--- src/rtl/tgl_serial_add_drv.sv ---
// Serial driver for a two-phase dual-rail full adder: one operand bit per token, carry fed back.
// Optional WAIT watchdog enabled by defining TGL_DRV_TIMEOUT_EN.
module tgl_serial_add_drv #(
   parameter int WIDTH       = 8,
   parameter int SYNC_STAGES = 2,
   parameter int TIMEOUT     = 255
) (
   input  logic             clk,
   input  logic             rst_n,
   input  logic             in_valid,
   output logic             in_ready,
   input  logic [WIDTH-1:0] in_a,
   input  logic [WIDTH-1:0] in_b,
   input  logic             in_cin,
   output logic             out_valid,
   input  logic             out_ready,
   output logic [WIDTH-1:0] out_sum,
   output logic             out_cout,
   output logic             err,
   output logic             fn_rst,
   output logic [1:0]       fn_a,
   output logic [1:0]       fn_b,
   output logic [1:0]       fn_c_in,
   input  logic [1:0]       fn_s,
   input  logic [1:0]       fn_c_out
);

   localparam int IDX_W  = (WIDTH > 1) ? $clog2(WIDTH) : 1;
   localparam int HOLD_W = $clog2(SYNC_STAGES + 1) + 1;

   typedef enum logic [2:0] {RST_HOLD, IDLE, SEND, WAIT, DONE} state_t;

   state_t            state;
   logic [HOLD_W-1:0] hold_cnt;
   logic [WIDTH-1:0]  a_q, b_q, sum_q, sum_next;
   logic              carry;
   logic [IDX_W-1:0]  idx;
   logic [1:0]        ref_s, ref_c;
   logic              s_done, c_done, s_val, c_val;
   logic [1:0]        s_sync [SYNC_STAGES];
   logic [1:0]        c_sync [SYNC_STAGES];
   logic [1:0]        s_lvl, c_lvl, s_diff, c_diff;
   logic              s_hit, c_hit, s_bad, c_bad;
   logic              s_done_n, c_done_n, s_val_n, c_val_n;
   logic              tmo_hit;

   // Returning rails are asynchronous to clk; plain multi-flop synchronisers per rail.
   always_ff @(posedge clk or negedge rst_n) begin
      if (!rst_n) begin
         for (int i = 0; i < SYNC_STAGES; i++) begin
            s_sync[i] <= '0;
            c_sync[i] <= '0;
         end
      end else begin
         s_sync[0] <= fn_s;
         c_sync[0] <= fn_c_out;
         for (int i = 1; i < SYNC_STAGES; i++) begin
            s_sync[i] <= s_sync[i-1];
            c_sync[i] <= c_sync[i-1];
         end
      end
   end

   // A pair completes when exactly one rail moved away from its reference level.
   always_comb begin
      s_lvl    = s_sync[SYNC_STAGES-1];
      c_lvl    = c_sync[SYNC_STAGES-1];
      s_diff   = s_lvl ^ ref_s;
      c_diff   = c_lvl ^ ref_c;
      s_hit    = s_diff[0] ^ s_diff[1];
      c_hit    = c_diff[0] ^ c_diff[1];
      s_bad    = &s_diff;
      c_bad    = &c_diff;
      s_done_n = s_done | s_hit;
      c_done_n = c_done | c_hit;
      s_val_n  = s_done ? s_val : s_diff[1];
      c_val_n  = c_done ? c_val : c_diff[1];
      sum_next = sum_q;
      sum_next[idx] = s_val_n;
   end

`ifdef TGL_DRV_TIMEOUT_EN
   localparam int TMO_W = $clog2(TIMEOUT + 1);
   logic [TMO_W-1:0] tmo_cnt;

   assign tmo_hit = (state == WAIT) && (tmo_cnt == TMO_W'(TIMEOUT - 1));

   always_ff @(posedge clk or negedge rst_n) begin
      if (!rst_n)                       tmo_cnt <= '0;
      else if (state == SEND)           tmo_cnt <= '0;
      else if (state == WAIT && !tmo_hit) tmo_cnt <= tmo_cnt + 1'b1;
   end
`else
   logic unused_timeout;
   assign tmo_hit        = 1'b0;
   assign unused_timeout = ^TIMEOUT;
`endif

   always_ff @(posedge clk or negedge rst_n) begin
      if (!rst_n) begin
         state     <= RST_HOLD;
         hold_cnt  <= '0;
         fn_rst    <= 1'b1;
         in_ready  <= 1'b0;
         out_valid <= 1'b0;
         out_sum   <= '0;
         out_cout  <= 1'b0;
         err       <= 1'b0;
         fn_a      <= 2'b00;
         fn_b      <= 2'b00;
         fn_c_in   <= 2'b00;
         ref_s     <= 2'b00;
         ref_c     <= 2'b00;
         a_q       <= '0;
         b_q       <= '0;
         sum_q     <= '0;
         carry     <= 1'b0;
         idx       <= '0;
         s_done    <= 1'b0;
         c_done    <= 1'b0;
         s_val     <= 1'b0;
         c_val     <= 1'b0;
      end else begin
         case (state)
            RST_HOLD: begin
               // Long enough for the adder's 00 outputs to flush through the synchronisers.
               fn_rst <= 1'b1;
               if (hold_cnt == HOLD_W'(SYNC_STAGES)) begin
                  hold_cnt <= '0;
                  fn_rst   <= 1'b0;
                  in_ready <= 1'b1;
                  state    <= IDLE;
               end else begin
                  hold_cnt <= hold_cnt + 1'b1;
               end
            end
            IDLE: begin
               if (in_valid) begin
                  a_q      <= in_a;
                  b_q      <= in_b;
                  carry    <= in_cin;
                  idx      <= '0;
                  sum_q    <= '0;
                  s_done   <= 1'b0;
                  c_done   <= 1'b0;
                  in_ready <= 1'b0;
                  state    <= SEND;
               end
            end
            SEND: begin
               fn_a    <= fn_a    ^ (a_q[idx] ? 2'b10 : 2'b01);
               fn_b    <= fn_b    ^ (b_q[idx] ? 2'b10 : 2'b01);
               fn_c_in <= fn_c_in ^ (carry    ? 2'b10 : 2'b01);
               state   <= WAIT;
            end
            WAIT: begin
               if (s_bad || c_bad) begin
                  err      <= 1'b1;
                  ref_s    <= s_lvl;
                  ref_c    <= c_lvl;
                  in_ready <= 1'b1;
                  state    <= IDLE;
               end else if (tmo_hit) begin
                  // Silent adder: re-reset it so both sides restart from 00 rails.
                  err      <= 1'b1;
                  fn_rst   <= 1'b1;
                  fn_a     <= 2'b00;
                  fn_b     <= 2'b00;
                  fn_c_in  <= 2'b00;
                  ref_s    <= 2'b00;
                  ref_c    <= 2'b00;
                  hold_cnt <= '0;
                  state    <= RST_HOLD;
               end else if (s_done_n && c_done_n) begin
                  sum_q  <= sum_next;
                  carry  <= c_val_n;
                  ref_s  <= s_lvl;
                  ref_c  <= c_lvl;
                  s_done <= 1'b0;
                  c_done <= 1'b0;
                  if (idx == IDX_W'(WIDTH - 1)) begin
                     out_sum   <= sum_next;
                     out_cout  <= c_val_n;
                     out_valid <= 1'b1;
                     state     <= DONE;
                  end else begin
                     idx   <= idx + 1'b1;
                     state <= SEND;
                  end
               end else begin
                  s_done <= s_done_n;
                  c_done <= c_done_n;
                  s_val  <= s_val_n;
                  c_val  <= c_val_n;
               end
            end
            DONE: begin
               if (out_ready) begin
                  out_valid <= 1'b0;
                  in_ready  <= 1'b1;
                  state     <= IDLE;
               end
            end
            default: state <= RST_HOLD;
         endcase
      end
   end

endmodule

--- config.mk ---
export PLATFORM = sky130hd
export DESIGN_NAME = tgl_serial_add_drv
export DESIGN_NICKNAME = d
export VERILOG_FILES = /design/src/rtl/tgl_serial_add_drv.sv
export SDC_FILE = /design/constraint.sdc
export NUM_CORES = 1
export LEC_CHECK = 0
export CAP_MARGIN = 10
export CELL_PAD_IN_SITES_DETAIL_PLACEMENT = 1
export CELL_PAD_IN_SITES_GLOBAL_PLACEMENT = 1
export CORE_ASPECT_RATIO = 0.6
export CORE_MARGIN = 2
export CORE_UTILIZATION = 40
export CTS_CLUSTER_SIZE = 16
export DETAILED_ROUTE_END_ITERATION = 8
export PLACE_DENSITY_LB_ADDON = 0.1
export SYNTH_ARGS = -nofsm -noshare
export SYNTH_HDL_FRONTEND = slang
export SYNTH_SLANG_ARGS = --single-unit
export TNS_END_PERCENT = 5
--- constraint.sdc ---
create_clock -name clk -period 6 [get_ports clk]
set_input_delay 1.2 -clock clk [delete_from_list [all_inputs] [get_ports clk]]
set_output_delay 1.2 -clock clk [all_outputs]
set_load 0.1 [all_outputs]
; ---- Word level (Yosys, flattened, before mapping)
; Cells that the tools add are included.
[word_totals]
ff_bits = 69
in_bits = 25
output_inout_bits = 19
word_cells = 131
[classes]
add_sub_neg = 2
order_cmp = 2
n_eq_ne = 15
mux = 54
bitwise = 11
n_reduce_logical = 21
[op_table]
columns = cell, n
row1 = 3-bit 2-to-1 mux, 11
row2 = 8-bit 2-to-1 mux, 3
row3 = 1-bit 2-to-1 mux, 21
row4 = "2-bit != test, second input constant", 8
row5 = 8-bit one-hot mux with 2 select lines, 1
row6 = 3-bit one-hot mux with 5 select lines, 1
row7 = 5-bit AND reduction, 3
row8 = 2-bit 2-to-1 mux, 7
row9 = 4-bit AND reduction, 3
row10 = 2-bit AND reduction, 5
row11 = 2-bit XOR, 5
row12 = "3-bit by 2-bit equality test with 1-bit output, second input constant", 3
row13 = 8-bit bitwise mux, 1
row14 = 1-bit one-hot mux with 2 select lines, 4
row15 = "3-bit by 1-bit adder with 3-bit output, second input constant", 2
row16 = 1-bit binary-select mux with 3-bit select, 2
row17 = "3-bit equality test, second input constant", 2
row18 = 3-bit one-hot mux with 2 select lines, 1
row19 = 3-bit AND reduction, 2
row20 = 2-bit nonzero test, 3
row21 = "3-bit by 4-bit less-than comparator with 1-bit output, second input constant", 1
row22 = 1-bit one-hot mux with 4 select lines, 1
row23 = 4-bit nonzero test, 1
row24 = 1-bit demux with 3-bit select, 1
row25 = other kinds (9), 13

; ---- Logic depth before layout (Yosys ltp)
[logic_depth]
ltp_word = 8
depth_mapped = 7
mapped_depth_nobuf = 6

; ---- Least setup slack after synthesis
; No wires, ideal clock.
[synth_timing]
path_kind = input-to-reg
start = in in_valid
end = reg carry
t_arrival_ns = 2.122
path_slack_ns = 3.751
stages = 5
cell_sequence = nor4bb_1 buf_2 a21oi_4 nor2_1 mux2_1
[synth_between]
elab_chain_cells = 2
[synth_rtl]
columns = item, line
row1 = start: declaration, 10  ; input logic in_valid,
row2 = 2-bit != test (no line), -
row3 = 4-bit AND reduction (no line), -
row4 = end signal: assignment, 141  ; carry <= in_cin;
row5 = end signal: assignment, 176  ; carry <= c_val_n;
row6 = end: declaration, 36  ; logic carry;
; No other way between the ends.
; A chain may end at the register's enable or synchronous reset.

; ---- Final worst setup path
[layout_timing]
start = reg fn_rst
end = out fn_rst
[layout_rtl]
columns = item, line
row1 = start: declaration, 20  ; output logic fn_rst,
row2 = start signal: assignment, 103  ; fn_rst <= 1'b1;
row3 = start signal: assignment, 127  ; fn_rst <= 1'b1;
row4 = start signal: assignment, 130  ; fn_rst <= 1'b0;
; No word-level cell between the ends.

==> flow_metrics.tcl <==
set metrics [dict create \
    h-tree-depth 3 \
    ff2ff_setup_slack_ns 3.62 \
    routed_via_density 5.32 \
    globalRouteOverflowTotal 0 \
    max_stage_delay_ns 1.12 \
    post-route-util 0.518 \
    drc 0 \
    hold_buffers 0 \
    fp-row-count 25 \
    crit_buf_inv 1 \
    ir_drop_mv 0.246 \
    status "completed" \
    synth.area.top_cells "dfrtp_1 (52%), nand2_1 (7.2%), mux2_1 (2.1%), o2bb2ai_1 (1.9%), xor2_1 (1.9%)" \
    cts_buffers 9 \
    routabilityCongestion 0.775 \
    critical_path_class "reg2out" \
    synth_top_area_share 0.518 \
    clock_latency_ns 0.33 \
    ys.flop_type "dfrtp_1" \
    dieArea_um2 8980 \
    area_delta_synth_final_pct 24.8 \
    worstHoldPathType "reg2reg" \
    synth.yosys.seq_area_share 0.526 \
    yosys_warnings 0 \
    core_area_um2 7910 \
    clkTransAtPathRegs_ns 0.06 \
    setup_tns_ns 0 \
    critical-path-top-delay-family "buffers and inverters" \
    die_w_um 121 \
    hold_violations 0 \
    r2r_start "state[0]" \
    root_buffer "clkbuf_16" \
    drt_first_pass_iters 4 \
    maxCapViolCount 0 \
    drtIter0Drc 121 \
    ctsResizeCount 0 \
    netlist_instances 304 \
    final_layout_size_suffix_gt1_frac 0.125 \
    startpoint_type "flip-flop" \
    whs_ns 0.347 \
    crit_start "fn_rst" \
    postRouteAntennaNets 0 \
    cts_sinks 69 \
    yosys.area.top_type "dfrtp_1" \
    syn_area_um2 3280 \
    fmax_ghz 0.314 \
    cpMaxStageDelayCell "clkdlybuf4s50_1" \
    post-cts-setup-buffers 0 \
    hpwl_mm 5.30 \
    postSynthAreaPerCell_um2 10.8 \
    r2r_end "carry" \
    grt_pass1_vias 2523 \
    endpoint "fn_rst" \
    relSlewSlack 0.303 \
    start_util 0.415 \
    worstSetupEndpointType "output pin" \
    post-synth-top-count-cell "dfrtp_1" \
    fin_skew_ns 0.00550 \
    path_depth 1 \
    wl_mm 7.68 \
    nNetsFinal 376 \
    worstPathRequired_ns 4.80 \
    vias 2447 \
    synth_edf_count 0 \
    antenna_found_initial 0 \
    drv_slew 0 \
    critPathMaxFanout 2 \
    power_leakage_nw 1.78 \
    port_buffers 43 \
    period_minus_slack_ns 3.18 \
    finalSetupViolations 0 \
    cts_tree "yes" \
    antennaDiodeCount 0 \
    r2r_cells 4 \
    wl_per_cell_um 16.7 \
    path_cells "clkdlybuf4s50_1" \
    num-fill-cells 883 \
    grt_pass1_wl_mm 13.0 \
    grtUsageTotal 0.192 \
    syn-num-nets 333 \
    grt_max_degree 70 \
    die_y_um 74.2 \
    synth_seq_cells 69 \
    worst_slew_pin_slew_ns 1.04 \
    p_per_area_nw_per_um2 579 \
    critPathArrivalTime_ns 1.98 \
    io_pins 44 \
    rsz0062_at_grt "no" \
    clockBufferDepth 2 \
    ys_types 58 \
    period_share 0.530 \
    ys_async_sr_fraction 1.00 \
    power_mw 2.37 \
    netlist_top_cells_count "dfrtp_1 (68), nand2_1 (63), nor2_1 (10), inv_1 (9)" \
]
## final cells by class
cell class	count	area (µm²)	share of cell area
Clock buffer	12	246	0.0601
Clock inverter	4	47.5	0.0116
Inverter	9	33.8	0.00824
Multi-Input combinational cell	214	1480	0.360
Sequential cell	69	1730	0.421
Tap cell	108	135	0.0330
Timing Repair Buffer	44	433	0.106
## flip-flops by register name, summed over array words and instances, names as in the netlist, 2 cells and up
name,cells
fn_b,2
s_sync,2
state,3
s_lvl,2
fn_a,2
out_sum,8
idx,3
c_lvl,2
a_q,8
hold_cnt,3
sum_q,8
b_q,8
ref_c,2
ref_s,2
c_sync,2
fn_c_in,2
## layout by cell type (no fill, tap or decap), types with 3 or more instances in the layout
| cell | instances |
|---|---|
| a211oi_1 | 7 |
| ha_1 | 4 |
| inv_1 | 9 |
| dfrtp_1 | 68 |
| mux2_1 | 6 |
| xor2_1 | 7 |
| a2bb2oi_1 | 4 |
| a21o_1 | 4 |
| xnor2_1 | 4 |
| nor3_1 | 3 |
| a21oi_1 | 8 |
| o21ai_0 | 8 |
| nor2_1 | 10 |
| mux2_2 | 4 |
| o2bb2ai_1 | 7 |
| nand3_1 | 6 |
| nand2_1 | 63 |
| or2_2 | 4 |
| clkbuf_16 | 9 |
| clkdlybuf4s50_1 | 42 |
| o21ai_1 | 6 |
| nand2b_1 | 6 |
| or3_1 | 3 |
| o22ai_1 | 7 |
| mux2i_1 | 3 |
## per-stage QoR
step / std cells / area (µm²) / worst slack, ns
floorplan: 304 / 3280 / 3.75
global placement: 444 / 3810 / 2.55
global route: 460 / 4100 / 2.69
CTS: 460 / 4100 / 2.80
finish: 460 / 4100 / 2.82
detailed placement: 444 / 3810 / 2.49
## how the worst min path moves through the flow
stage,from,endpoint,depth (start not counted)
finish,s_sync[2],s_lvl[0],0
global route,s_sync[2],s_lvl[0],0
CTS,s_sync[2],s_lvl[0],0
detailed placement,s_sync[2],s_lvl[0],0
global placement,s_sync[2],s_lvl[0],0
floorplan,c_sync[2],c_lvl[0],0
## metal layers
| layer | track usage | share of wire | vias up |
|---|---|---|---|
| met3 | 0.0583 | 0.051 | 12 |
| met2 | 0.290 | 0.43 | 46 |
| li1 | - | - | 1165 |
| met4 | 0.0568 | 0.011 | 0 |
| met5 | 0 | 0 | - |
| met1 | 0.270 | 0.51 | 1224 |
## where the power goes
group          total (mW)  internal (mW)  switching, mW
logic                1.08          0.393          0.692
registers           0.766          0.614          0.152
clock network       0.521          0.332          0.189
total                2.37           1.34           1.03
## cell families after synthesis
kind of cell,count (synthesis),synth area share
AO/OA/AOI/OAI,68,0.151
adder cells (fa/ha/maj),4,0.0152
flip-flops,69,0.526
buffers and inverters,21,0.0289
AND/OR/NAND/NOR,113,0.172
multiplexers,18,0.0777
XOR/XNOR,11,0.0293
No activity file was read; power rests on OpenSTA's default activity.
